File: config.mk
export PLATFORM = sky130hd
export DESIGN_NAME = fetch_unit
export DESIGN_NICKNAME = d
export VERILOG_FILES = /design/src/rtl/riscv_pkg.sv /design/src/rtl/fetch_queue.sv /design/src/rtl/fetch_unit.sv
export SDC_FILE = /design/constraint.sdc
export NUM_CORES = 1
export LEC_CHECK = 0
export ABC_AREA = 1
export CAP_MARGIN = 20
export CORE_MARGIN = 1
export CORE_UTILIZATION = 45
export CTS_BUF_LIST = sky130_fd_sc_hd__clkbuf_2
export CTS_CLUSTER_DIAMETER = 60
export DETAILED_ROUTE_END_ITERATION = 10
export PLACE_DENSITY = 0.69
export SETUP_SLACK_MARGIN = 0.15
export SLEW_MARGIN = 20
export SYNTH_ARGS = -nofsm -noshare
export SYNTH_HDL_FRONTEND = slang
export SYNTH_SLANG_ARGS = --single-unit
File: constraint.sdc
create_clock -name clk -period 5.7 [get_ports clk]
set_input_delay 1.14 -clock clk [delete_from_list [all_inputs] [get_ports clk]]
set_output_delay 1.14 -clock clk [all_outputs]
set_load 0.02 [all_outputs]
File: src/rtl/riscv_pkg.sv
// Shared RV32I constants and the fetch-queue entry type used by the fetch front end.
package riscv_pkg;
    localparam int unsigned     XLEN             = 32;
    localparam logic [XLEN-1:0] NOP_INSTR        = 32'h0000_0013;
    localparam logic [XLEN-1:0] RESET_PC_DEFAULT = 32'h0000_0000;

    typedef struct packed {
        logic [XLEN-1:0] pc;
        logic [XLEN-1:0] instr;
    } fetch_entry_t;
endpackage

File: src/rtl/fetch_queue.sv
// Small synchronous FIFO of {pc, instr} between instruction memory and IF/ID.
module fetch_queue import riscv_pkg::*; #(
    parameter int unsigned DEPTH = 2
) (
    input  logic                       clk,
    input  logic                       rst_n,
    input  logic                       clear,
    input  logic                       push,
    input  fetch_entry_t               push_data,
    input  logic                       pop,
    output fetch_entry_t               head,
    output logic [$clog2(DEPTH+1)-1:0] count
);
    localparam int unsigned PW = (DEPTH > 1) ? $clog2(DEPTH) : 1;
    localparam int unsigned CW = $clog2(DEPTH + 1);

    fetch_entry_t  mem [DEPTH];
    logic [PW-1:0] rd_ptr;
    logic [PW-1:0] wr_ptr;
    logic          do_push;
    logic          do_pop;

    function automatic logic [PW-1:0] wrap_inc(input logic [PW-1:0] p);
        return (p == PW'(DEPTH - 1)) ? '0 : p + PW'(1);
    endfunction

    assign do_pop  = pop && (count != '0);
    assign do_push = push && ((count != CW'(DEPTH)) || do_pop);
    assign head    = mem[rd_ptr];

    always_ff @(posedge clk or negedge rst_n) begin
        if (!rst_n) begin
            rd_ptr <= '0;
            wr_ptr <= '0;
            count  <= '0;
        end else if (clear) begin
            rd_ptr <= '0;
            wr_ptr <= '0;
            count  <= '0;
        end else begin
            if (do_push) wr_ptr <= wrap_inc(wr_ptr);
            if (do_pop)  rd_ptr <= wrap_inc(rd_ptr);
            if (do_push && !do_pop)      count <= count + CW'(1);
            else if (do_pop && !do_push) count <= count - CW'(1);
        end
    end

    always_ff @(posedge clk) begin
        if (do_push && !clear) mem[wr_ptr] <= push_data;
    end
endmodule

File: src/rtl/fetch_unit.sv
// RV32I instruction-fetch front end: fetch PC, imem requests, response queue and IF/ID register.
// Defining FETCH_PERF_CNT_EN adds the stall_cyc / redirect_cnt performance counters.
module fetch_unit import riscv_pkg::*; #(
    parameter logic [XLEN-1:0] RESET_PC = RESET_PC_DEFAULT,
    parameter int unsigned     QDEPTH   = 2
) (
    input  logic            clk,
    input  logic            rst_n,
    input  logic            StallF,
    input  logic            StallD,
    input  logic            FlushD,
    input  logic            PCSrcE,
    input  logic [XLEN-1:0] PCTargetE,
    output logic            imem_req,
    output logic [XLEN-1:0] imem_addr,
    input  logic            imem_rvalid,
    input  logic [XLEN-1:0] imem_rdata,
    output logic [XLEN-1:0] InstrD,
    output logic [XLEN-1:0] PCD,
    output logic [XLEN-1:0] PCPlus4D,
    output logic            ValidD
`ifdef FETCH_PERF_CNT_EN
    ,
    output logic [XLEN-1:0] stall_cyc,
    output logic [XLEN-1:0] redirect_cnt
`endif
);
    localparam int unsigned CW = $clog2(QDEPTH + 1);

    logic [XLEN-1:0] pcf;
    logic [CW-1:0]   outstanding;
    logic [CW-1:0]   kill;
    logic [CW-1:0]   qcount;
    logic [CW:0]     occupancy;
    logic            rsp;
    logic            accept;
    logic            issue;
    logic            bypass;
    logic            q_push;
    logic            q_pop;
    logic            q_empty;
    fetch_entry_t    q_head;
    fetch_entry_t    rsp_entry;

    assign occupancy = {1'b0, outstanding} + {1'b0, qcount};
    assign issue     = rst_n && !StallF && !PCSrcE && (occupancy < (CW+1)'(QDEPTH));
    assign imem_req  = issue;
    assign imem_addr = pcf;

    assign rsp     = imem_rvalid && (outstanding != '0);
    assign accept  = rsp && !PCSrcE && (kill == '0);
    assign q_empty = (qcount == '0);
    assign q_pop   = !FlushD && !StallD && !q_empty;
    assign bypass  = accept && q_empty && !StallD && !FlushD;
    assign q_push  = accept && !bypass;

    // Accepted responses always belong to the current stream, whose outstanding
    // requests are contiguous and end at PCF-4, so the oldest one is at PCF-4*outstanding.
    always_comb begin
        rsp_entry.pc    = pcf - (XLEN'(outstanding) << 2);
        rsp_entry.instr = imem_rdata;
    end

    fetch_queue #(.DEPTH(QDEPTH)) u_queue (
        .clk       (clk),
        .rst_n     (rst_n),
        .clear     (PCSrcE),
        .push      (q_push),
        .push_data (rsp_entry),
        .pop       (q_pop),
        .head      (q_head),
        .count     (qcount)
    );

    always_ff @(posedge clk or negedge rst_n) begin
        if (!rst_n) begin
            pcf         <= RESET_PC;
            outstanding <= '0;
            kill        <= '0;
        end else begin
            if (PCSrcE)     pcf <= PCTargetE;
            else if (issue) pcf <= pcf + 32'd4;
            outstanding <= outstanding + CW'(issue) - CW'(rsp);
            if (PCSrcE)                  kill <= outstanding - CW'(rsp);
            else if (rsp && kill != '0)  kill <= kill - CW'(1);
        end
    end

    always_ff @(posedge clk or negedge rst_n) begin
        if (!rst_n) begin
            InstrD   <= NOP_INSTR;
            PCD      <= '0;
            PCPlus4D <= 32'd4;
            ValidD   <= 1'b0;
        end else if (FlushD) begin
            InstrD <= NOP_INSTR;
            ValidD <= 1'b0;
        end else if (StallD) begin
            InstrD <= InstrD;
        end else if (q_pop) begin
            InstrD   <= q_head.instr;
            PCD      <= q_head.pc;
            PCPlus4D <= q_head.pc + 32'd4;
            ValidD   <= 1'b1;
        end else if (bypass) begin
            InstrD   <= rsp_entry.instr;
            PCD      <= rsp_entry.pc;
            PCPlus4D <= rsp_entry.pc + 32'd4;
            ValidD   <= 1'b1;
        end else begin
            InstrD <= NOP_INSTR;
            ValidD <= 1'b0;
        end
    end

`ifdef FETCH_PERF_CNT_EN
    always_ff @(posedge clk or negedge rst_n) begin
        if (!rst_n) begin
            stall_cyc    <= '0;
            redirect_cnt <= '0;
        end else begin
            stall_cyc    <= stall_cyc + XLEN'(StallF);
            redirect_cnt <= redirect_cnt + XLEN'(PCSrcE);
        end
    end
`endif
endmodule

==> flow_summary.json, run 1 <==
{
  "status": "complete, no violations",
  "critPathArrivalTime_ns": 2.99,
  "worst_slew_pin_slew_ns": 0.955,
  "postLayoutCellArea_mm2": 0.0160,
  "async_reset_ff_share_pct": 51.3,
  "detailedPlace.worstSlack_ns": 1.20,
  "hp-class": "input port to async pin",
  "regArea_mm2": 0.00723,
  "syn-instance-count": 1390,
  "relSlewSlack_pct": 36.1,
  "syn_area_mm2": 0.0130,
  "min_period_ns": 4.13,
  "synth_commonest_cells": "nand2_1, dfrtp_1, edfxtp_1, nor2_1, nand3_1",
  "die_area_mm2": 0.0296,
  "endpoint_kind": "output pin",
  "hold_buffers": 0,
  "whs_ns": 0.215,
  "drc": 0,
  "ys_types": 48,
  "path_clk_slew_ns": 0.10,
  "first_pass_iters": 6,
  "post-dp-hpwl_um": 22800,
  "wirelength_um": 33000,
  "clock-root-buffer": "clkbuf_2",
  "fmax_mhz": 242,
  "final_antenna_net_count": 0,
  "core_mm2": 0.0282,
  "clock_power_share_pct": 20.5,
  "start_util_pct": 46.3,
  "slew_viol_final": 0,
  "area_growth_pct": 22.8,
  "pin_count": 201,
  "cp_num_buf_inv": 1,
  "wire_per_inst_um": 16.1,
  "cts_sinks": 263,
  "ir_worst_vdd_uv": 194,
  "portBuffers": 200,
  "grt_usage_pct": 22.9,
  "antenna_found_initial": 2,
  "crit_chain": "fa_1, nor3b_1, and2_1, clkdlybuf4s50_1",
  "die_h_um": 172,
  "sw_frac_of_total_pct": 39.7,
  "yosysSeqAreaShare_pct": 55.5,
  "cts_resized": 0,
  "ys_ff_latch": 263,
  "cpMaxStageDelayCell": "clkdlybuf4s50_1",
  "drt-vias-per-instance": 5.15,
  "grt_pass1_vias": 10200,
  "p_per_area_mw_per_mm2": 403,
  "finalClockSkew_ns": 0.0668,
  "synthTopCellsByArea": "edfxtp_1, dfrtp_1, nand2_1",
  "synthFlopType": "dfrtp_1",
  "grt_setup_unrepaired": "false",
  "synth_edf_count": 128,
  "multiInputGateArea_mm2": 0.00511,
  "postCtsSetupBuffers": 0,
  "insertion_delay_ns": 0.86,
  "combPwrFrac_pct": 37.5,
  "fin_setup_tns_ns": 0,
  "min_period_over_period_pct": 72.4,
  "final-setup-viol-count": 0,
  "pwr-share-seq_pct": 42.0,
  "h-tree-depth": 3,
  "die_w_um": 172,
  "crit_required_ns": 4.56,
  "cp_max_fo": 5,
  "syn_area_per_cell_um2": 9.37,
  "grt_pass1_wl_um": 52900,
  "startpoint_type": "register",
  "slowest_delay_ns": 0.68,
  "p_leak_nw": 6.80,
  "drv_cap": 0,
  "fin_nets": 1693,
  "layout_setup_ws_ns": 1.57,
  "grt_remaining_overflow": 0,
  "via_count": 10600,
  "cts_buffers": 71,
  "clk_path_buf_depth": 3,
  "synth_top_area_share_pct": 29.5,
  "drive_above_1_share_pct": 14.9,
  "p_switching_mw": 2.57,
  "nFillCells": 2498,
  "synth_top_area_cell": "edfxtp_1",
  "crit_family": "buffers and inverters",
  "hold_viol": 0,
  "place_area_mm2": 0.0153,
  "synth.most_common_cell": "nand2_1",
  "yosysWarnings": 0,
  "drt_iter0_markers": 796,
  "p_int_mw": 3.89,
  "row_count": 61,
  "critPathKind": "register to output pin",
  "grt_start_max_net_pins": 91,
  "power_mw": 6.45,
  "cts_tree": "yes",
  "gp_congestion": 0.884,
  "synth_fp_nets": 1470
}
cell type report:
cell class	instances	area share, %
diodes	1	0.0156
clock buffers	110	3.44
clock inverters	21	0.704
inverters	102	2.39
multi-input cells	962	32.0
flip-flops and latches	263	45.2
well taps	378	2.96
repair buffers	213	13.4
worst paths after layout:
check | start | endpoint | slack [ns] | cells after the start
max | outstanding[1] | imem_req | 1.57 | 4
min | rst_n | PCPlus4D[25] | 0.22 | 1
max reg2reg | outstanding[1] | imem_addr[18] | 2.12 | 7
min reg2reg | PCPlus4D[22] | PCPlus4D[22] | 0.49 | 2
max in group asynchronous | rst_n | u_queue.rd_ptr | 4.34 | 2
min in group clk | PCPlus4D[22] | PCPlus4D[22] | 0.49 | 2
per-stage QoR:
stage | utilization [%] | instances
2_1_floorplan | - | 1390
3_5_place_dp | 54.5 | 1918
3_3_place_gp | 54.5 | 1918
5_1_grt | 56.8 | 2050
4_1_cts | 56.8 | 2049
6_report | 56.8 | 2050
routing by layer:
layer / share of wire (%) / up-vias / global-route usage (%)
met5: 0 / - / 0
met4: 1.8 / 0 / 8.31
met3: 7.1 / 45 / 4.39
met2: 45 / 382 / 34.5
met1: 47 / 4948 / 32.8
li1: - / 5178 / -
power by group through the flow:
stage	sequential, mW	clock [mW]	combinational [mW]
2_1_floorplan	3.01	0	1.14
3_3_place_gp	2.75	0	2.38
3_5_place_dp	2.75	0	2.43
4_1_cts	2.71	1.36	2.44
5_1_grt	2.76	1.46	2.66
6_report	2.71	1.32	2.42
cell usage in the layout, fill, tap and decap left out, drive strengths merged, types with 7 or more instances in the layout:
cell | synthesis | layout
a21oi | 35 | 35
clkbuf | 24 | 110
nand2 | 451 | 451
nor3 | 13 | 13
clkinv | 1 | 18
ha | 7 | 7
nor2 | 156 | 156
or2 | 7 | 7
o21ai | 53 | 53
nand4 | 19 | 19
a22oi | 12 | 12
buf | 39 | 14
o211ai | 25 | 25
dfrtp | 131 | 131
inv | 101 | 102
nand3 | 96 | 96
edfxtp | 128 | 128
xor2 | 28 | 28
o221ai | 9 | 9
clkdlybuf4s50 | 0 | 199
a221o | 28 | 28
sequential cells by signal (all words and copies together) (netlist names):
name / cells
u_queue.mem: 128
InstrD: 32
PCD: 32
imem_addr: 32
PCPlus4D: 30
kill: 2
outstanding: 2
u_queue.count: 2
ValidD: 1
u_queue.rd_ptr: 1
u_queue.wr_ptr: 1
cells by family (layout without fill, tap and decap cells):
| family | count (synthesis) | after routing | share of synthesized area (%) |
|---|---|---|---|
| AO/OA/AOI/OAI | 174 | 174 | 9.03 |
| XOR/XNOR | 30 | 30 | 2.02 |
| adder cells (fa/ha/maj) | 9 | 9 | 0.979 |
| buffers and inverters | 165 | 446 | 5.47 |
| flip-flops | 263 | 263 | 55.5 |
| other | 0 | 1 | 0 |
| AND/OR/NAND/NOR | 749 | 749 | 27.0 |
Power figures use the tool's default switching activity.
==> inputs of run 2 (changes only) <==
--- a/config.mk
+++ b/config.mk
@@ -12,7 +12,7 @@
 export CTS_BUF_LIST = sky130_fd_sc_hd__clkbuf_2
 export CTS_CLUSTER_DIAMETER = 60
 export DETAILED_ROUTE_END_ITERATION = 10
-export PLACE_DENSITY = 0.69
+export PLACE_DENSITY = 0.71
 export SETUP_SLACK_MARGIN = 0.15
 export SLEW_MARGIN = 20
 export SYNTH_ARGS = -nofsm -noshare
==> constraint.sdc (replaced) <==
create_clock -name clk -period 3.45 [get_ports clk]
set_input_delay 0.69 -clock clk [delete_from_list [all_inputs] [get_ports clk]]
set_output_delay 0.69 -clock clk [all_outputs]
set_load 0.02 [all_outputs]
==> flow_summary.json, run 2 (synthesis gave the netlist of run 1 again) <==
{
  "wirelength_um": 33200,
  "drive_above_1_share_pct": 15.5,
  "grt_pass1_wl_um": 53000,
  "crit_path_start": "outstanding[1]",
  "place_area_mm2": 0.0154,
  "grt_usage_pct": 23.0,
  "drt_iter0_markers": 702,
  "gp_congestion": 0.881,
  "largest_register_ffs": 128,
  "top_register": "u_queue.mem",
  "drt-vias-per-instance": 5.17,
  "crit_family": "adder cells",
  "grt_remaining_overflow": 0,
  "portBuffers": 200,
  "drc": 0,
  "pin_count": 201,
  "post-dp-hpwl_um": 23600,
  "clock-root-buffer": "clkbuf_2",
  "cpMaxStageDelayCell": "fa_1",
  "endpoint_kind": "output pin",
  "fin_setup_tns_ns": 0,
  "final_antenna_net_count": 0,
  "area_growth_pct": 23.5,
  "first_pass_iters": 4,
  "crit_chain": "fa_1, nor3b_2, and2_4, buf_2",
  "h-tree-depth": 3,
  "grt_setup_unrepaired": "false",
  "start_util_pct": 46.3,
  "hold_viol": 0,
  "die_h_um": 172,
  "final_core_util_pct": 57.2,
  "p_leak_nw": 6.85,
  "fin_nets": 1705,
  "slew_viol_final": 0,
  "min_period_ns": 3.08,
  "insertion_delay_ns": 0.82,
  "final_cell_mix": "nand2_1, clkdlybuf4s50_1, dfrtp_1",
  "relSlewSlack_pct": 52.6,
  "slowest_delay_ns": 0.51,
  "fmax_mhz": 325,
  "critPathArrivalTime_ns": 2.39,
  "nFillCells": 2465,
  "holdCritStartpoint": "PCTargetE[0]",
  "finalClockSkew_ns": 0.0578,
  "grt_start_max_net_pins": 59,
  "final-setup-viol-count": 0,
  "postLayoutCellArea_mm2": 0.0161,
  "drv_cap": 0,
  "crit_required_ns": 2.76,
  "grt_pass1_vias": 10200,
  "ir_worst_vdd_uv": 287,
  "startpoint_type": "register",
  "cts_tree": "yes",
  "antenna_found_initial": 1,
  "r2r-start": "imem_addr[2]",
  "critPathKind": "register to output pin",
  "cts_sinks": 263,
  "die_w_um": 172,
  "via_count": 10600,
  "p_per_area_mw_per_mm2": 665,
  "cp_num_buf_inv": 1,
  "hp-class": "input port to register",
  "core_mm2": 0.0282,
  "die_area_mm2": 0.0296,
  "row_count": 61,
  "cp_max_fo": 5,
  "final_common_cell": "nand2_1",
  "min_period_over_period_pct": 89.2,
  "clk_path_buf_depth": 3,
  "worst_slew_pin_slew_ns": 0.711,
  "wire_per_inst_um": 16.1,
  "cts_buffers": 70,
  "status": "complete, no violations",
  "path_clk_slew_ns": 0.10
}
==> run 2: changes by cell type in the layout (fill, tap and decap cells not counted), sizes merged <==
cell	delta
bufinv	+1
clkbuf	-3
buf	+13
clkdlybuf4s50	-1
dlygate4sd3	+1
clkinv	-2
==> run 2: repair_timing <==
item / 4_1_cts / 5_1_grt
hold buffers: 1 / 0
buffers inserted: 0 / 0
resized for setup: 6 / 2
hold endpoints to repair: 31 / 0
pin swaps: 0 / 2
endpoints found under the setup margin: 1 / 6
==> run 2: metal layers <==
metal  routed length (um)  up-vias  GRT usage (%)
met5                    0        -              0
met4                  613        0           8.20
met3                 2340       51           4.44
met2                15200      370           35.8
met1                15100     5023           32.2
li1                     -     5196              -
==> run 2: metrics by stage <==
stage / setup slack [ns] / hold slack, ns / power (mW) / std cells
floorplan: 0.125 / 0.394 / 6.86 / 1390
global placement: 0.349 / 0.462 / 8.51 / 1930
detailed placement: 0.283 / 0.465 / 8.58 / 1930
CTS: 0.155 / 0.342 / 10.8 / 2058
global route: 0.244 / 0.372 / 11.4 / 2059
finish: 0.373 / 0.421 / 10.7 / 2059
==> run 2: cell type report <==
class	count	area [um^2]	area share [%]
well taps	378	473	2.94
flip-flops and latches	263	7230	44.9
inverters	102	383	2.38
diodes	1	2.50	0.0155
clock buffers	107	536	3.33
repair buffers	226	2230	13.9
multi-input cells	962	5120	31.8
clock inverters	20	116	0.723
==> run 2: path summary, 6_finish.rpt <==
check / endpoint / slack, ns / cells after the start
max: imem_req / 0.37 / 4
min: imem_addr[0] / 0.42 / 3
max reg2reg: PCPlus4D[30] / 0.56 / 19
min reg2reg: PCD[20] / 0.49 / 2
max in group asynchronous: PCPlus4D[12] / 1.61 / 4
min in group asynchronous: u_queue.rd_ptr / 0.54 / 3
==> run 2: power by group <==
| part | leakage (nW) | switching (mW) | internal (mW) |
|---|---|---|---|
| clock | 0.494 | 1.29 | 0.901 |
| combinational | 3.50 | 2.41 | 1.61 |
| sequential | 2.86 | 0.513 | 3.98 |
==> run 2: worst register-to-register path, delay by kind of cell (launching register included) <==
| family | cells | cell delay, ns |
|---|---|---|
| and+or+nand+nor | 15 | 1.47 |
| buffers and inverters | 2 | 0.16 |
| DFF | 1 | 0.47 |
| adders and majority gates | 2 | 0.70 |
==> inputs of run 3 (changes only) <==
--- a/config.mk
+++ b/config.mk
@@ -12,7 +12,7 @@
 export CTS_BUF_LIST = sky130_fd_sc_hd__clkbuf_2
 export CTS_CLUSTER_DIAMETER = 60
 export DETAILED_ROUTE_END_ITERATION = 10
-export PLACE_DENSITY = 0.71
+export PLACE_DENSITY = 0.69
 export SETUP_SLACK_MARGIN = 0.15
 export SLEW_MARGIN = 20
 export SYNTH_ARGS = -nofsm -noshare
==> constraint.sdc (replaced) <==
create_clock -name clk -period 3.07 [get_ports clk]
set_input_delay 0.614 -clock clk [delete_from_list [all_inputs] [get_ports clk]]
set_output_delay 0.614 -clock clk [all_outputs]
set_load 0.02 [all_outputs]
==> flow_summary.json, run 3 (synthesis gave the netlist of run 1 again) <==
{
  "worst_slew_pin_slew_ns": 0.663,
  "cp_max_fo": 4,
  "drc": 0,
  "hold_depth": 3,
  "grt_remaining_overflow": 0,
  "hold_end": "imem_addr[0]",
  "detailedPlace.worstSlack_ns": -0.0509,
  "largest_register_ffs": 128,
  "grt_pass1_wl_um": 54300,
  "path_clk_slew_ns": 0.11,
  "insertion_delay_ns": 0.82,
  "startpoint_type": "register",
  "drt-vias-per-instance": 5.13,
  "drt_iter0_markers": 923,
  "crit_family": "adder cells",
  "cts_sinks": 263,
  "fmax_mhz": 340,
  "fin_nets": 1732,
  "min_period_over_period_pct": 95.8,
  "final_common_cell": "nand2_1",
  "hold_viol": 0,
  "slew_viol_final": 0,
  "min_period_ns": 2.94,
  "endpoint_kind": "output pin",
  "regArea_mm2": 0.00723,
  "cp_num_buf_inv": 1,
  "layout_setup_ws_ns": 0.130,
  "final-setup-viol-count": 0,
  "p_leak_nw": 7.03,
  "postLayoutCellArea_mm2": 0.0164,
  "critPathKind": "register to output pin",
  "pin_count": 201,
  "drive_above_1_share_pct": 18.1,
  "cpMaxStageDelayCell": "fa_1",
  "critPathArrivalTime_ns": 2.33,
  "nFillCells": 2503,
  "dpl.cell_count": 1946,
  "holdCritStartpoint": "PCTargetE[0]",
  "h-tree-depth": 3,
  "r2r-start": "outstanding[0]",
  "power_mw": 12.4,
  "slowest_delay_ns": 0.48,
  "die_h_um": 172,
  "cts_tree": "yes",
  "final_antenna_net_count": 0,
  "die_area_mm2": 0.0296,
  "post-dp-hpwl_um": 23700,
  "ir_worst_vdd_uv": 343,
  "grt_start_max_net_pins": 47,
  "crit_required_ns": 2.46,
  "final_cell_mix": "nand2_1, clkdlybuf4s50_1, dfrtp_1",
  "area_growth_pct": 26.2,
  "finalClockSkew_ns": 0.0751,
  "core_mm2": 0.0282,
  "ff2ff_setup_slack_ns": 0.33,
  "place_area_mm2": 0.0156,
  "clock-root-buffer": "clkbuf_2",
  "grt_setup_unrepaired": "true",
  "grt_pass1_vias": 10500,
  "via_count": 10700,
  "gp_congestion": 0.828,
  "first_pass_iters": 5,
  "multiInputGateArea_mm2": 0.00521,
  "drv_cap": 0,
  "p_per_area_mw_per_mm2": 754,
  "grt_usage_pct": 23.5,
  "wirelength_um": 34000,
  "start_util_pct": 46.3,
  "die_w_um": 172,
  "reg2reg_to": "PCPlus4D[22]",
  "rr_worst_depth": 18,
  "fin_setup_tns_ns": 0,
  "top_register": "u_queue.mem",
  "relSlewSlack_pct": 55.8,
  "final_cells": 2084,
  "portBuffers": 200,
  "final_core_util_pct": 58.4,
  "crit_chain": "fa_1, nor3b_2, and2_4, buf_6",
  "wire_per_inst_um": 16.3,
  "row_count": 61,
  "antenna_found_initial": 2,
  "clk_path_buf_depth": 3,
  "hp-class": "input port to register",
  "whs_ns": 0.370,
  "cts_buffers": 69,
  "status": "complete, no violations"
}
[run 3: worst reg2reg max path, stage by stage (launching register included)]
cell	delay, ns
dfrtp_1	0.40
buf_4	0.15
ha_2	0.18
fa_2	0.44
inv_2	0.08
nand2_2	0.08
nand2_4	0.08
ha_4	0.13
nand2_2	0.07
nor2_4	0.10
nand2_2	0.09
nor2_4	0.13
nand2_4	0.08
nor2_8	0.14
nand3_4	0.11
nor2_4	0.17
nand2_1	0.07
nand3_1	0.08
nand2_1	0.05
[run 3: final cells by class]
| type | instances | share of cell area [%] |
|---|---|---|
| Antenna cell | 1 | 0.0152 |
| Clock buffer | 108 | 3.29 |
| Clock inverter | 16 | 0.738 |
| Inverter | 102 | 2.33 |
| Multi-Input combinational cell | 962 | 31.7 |
| Sequential cell | 263 | 44.0 |
| Tap cell | 378 | 2.88 |
| Timing Repair Buffer | 254 | 15.1 |
[run 3: what timing repair did]
| item | CTS | global route |
|---|---|---|
| hold buffers | 1 | 0 |
| buffers inserted | 2 | 10 |
| endpoints found under the hold margin | 43 | 0 |
| endpoints found under the setup margin | 1 | 17 |
| resized for setup | 9 | 27 |
| pin swaps | 2 | 15 |
[run 3: per-layer routing]
layer	track usage [%]	vias up	part of all wire, %
met3	3.69	60	6.3
met5	0	-	0
li1	-	5249	-
met1	33.6	5004	46
met4	8.12	0	2.1
met2	36.2	384	45
[run 3: power by group]
| part | switching [mW] | internal, mW | total (mW) |
|---|---|---|---|
| logic | 2.84 | 1.99 | 4.83 |
| clock network | 1.45 | 1.10 | 2.55 |
| registers | 0.564 | 4.47 | 5.04 |
| total | 4.86 | 7.55 | 12.4 |
[run 3: worst max path at each step]
stage	from	end	slack, ns	depth (start not counted)
5_1_grt	outstanding[0]	imem_req	-0.008	6
3_3_place_gp	FlushD	PCPlus4D[24]	0.04	18
3_5_place_dp	FlushD	PCPlus4D[28]	-0.05	18
4_1_cts	outstanding[0]	imem_req	0.02	6
2_1_floorplan	imem_rvalid	u_queue.mem[0][0]	-0.18	4
6_report	u_queue.count[1]	imem_req	0.13	4
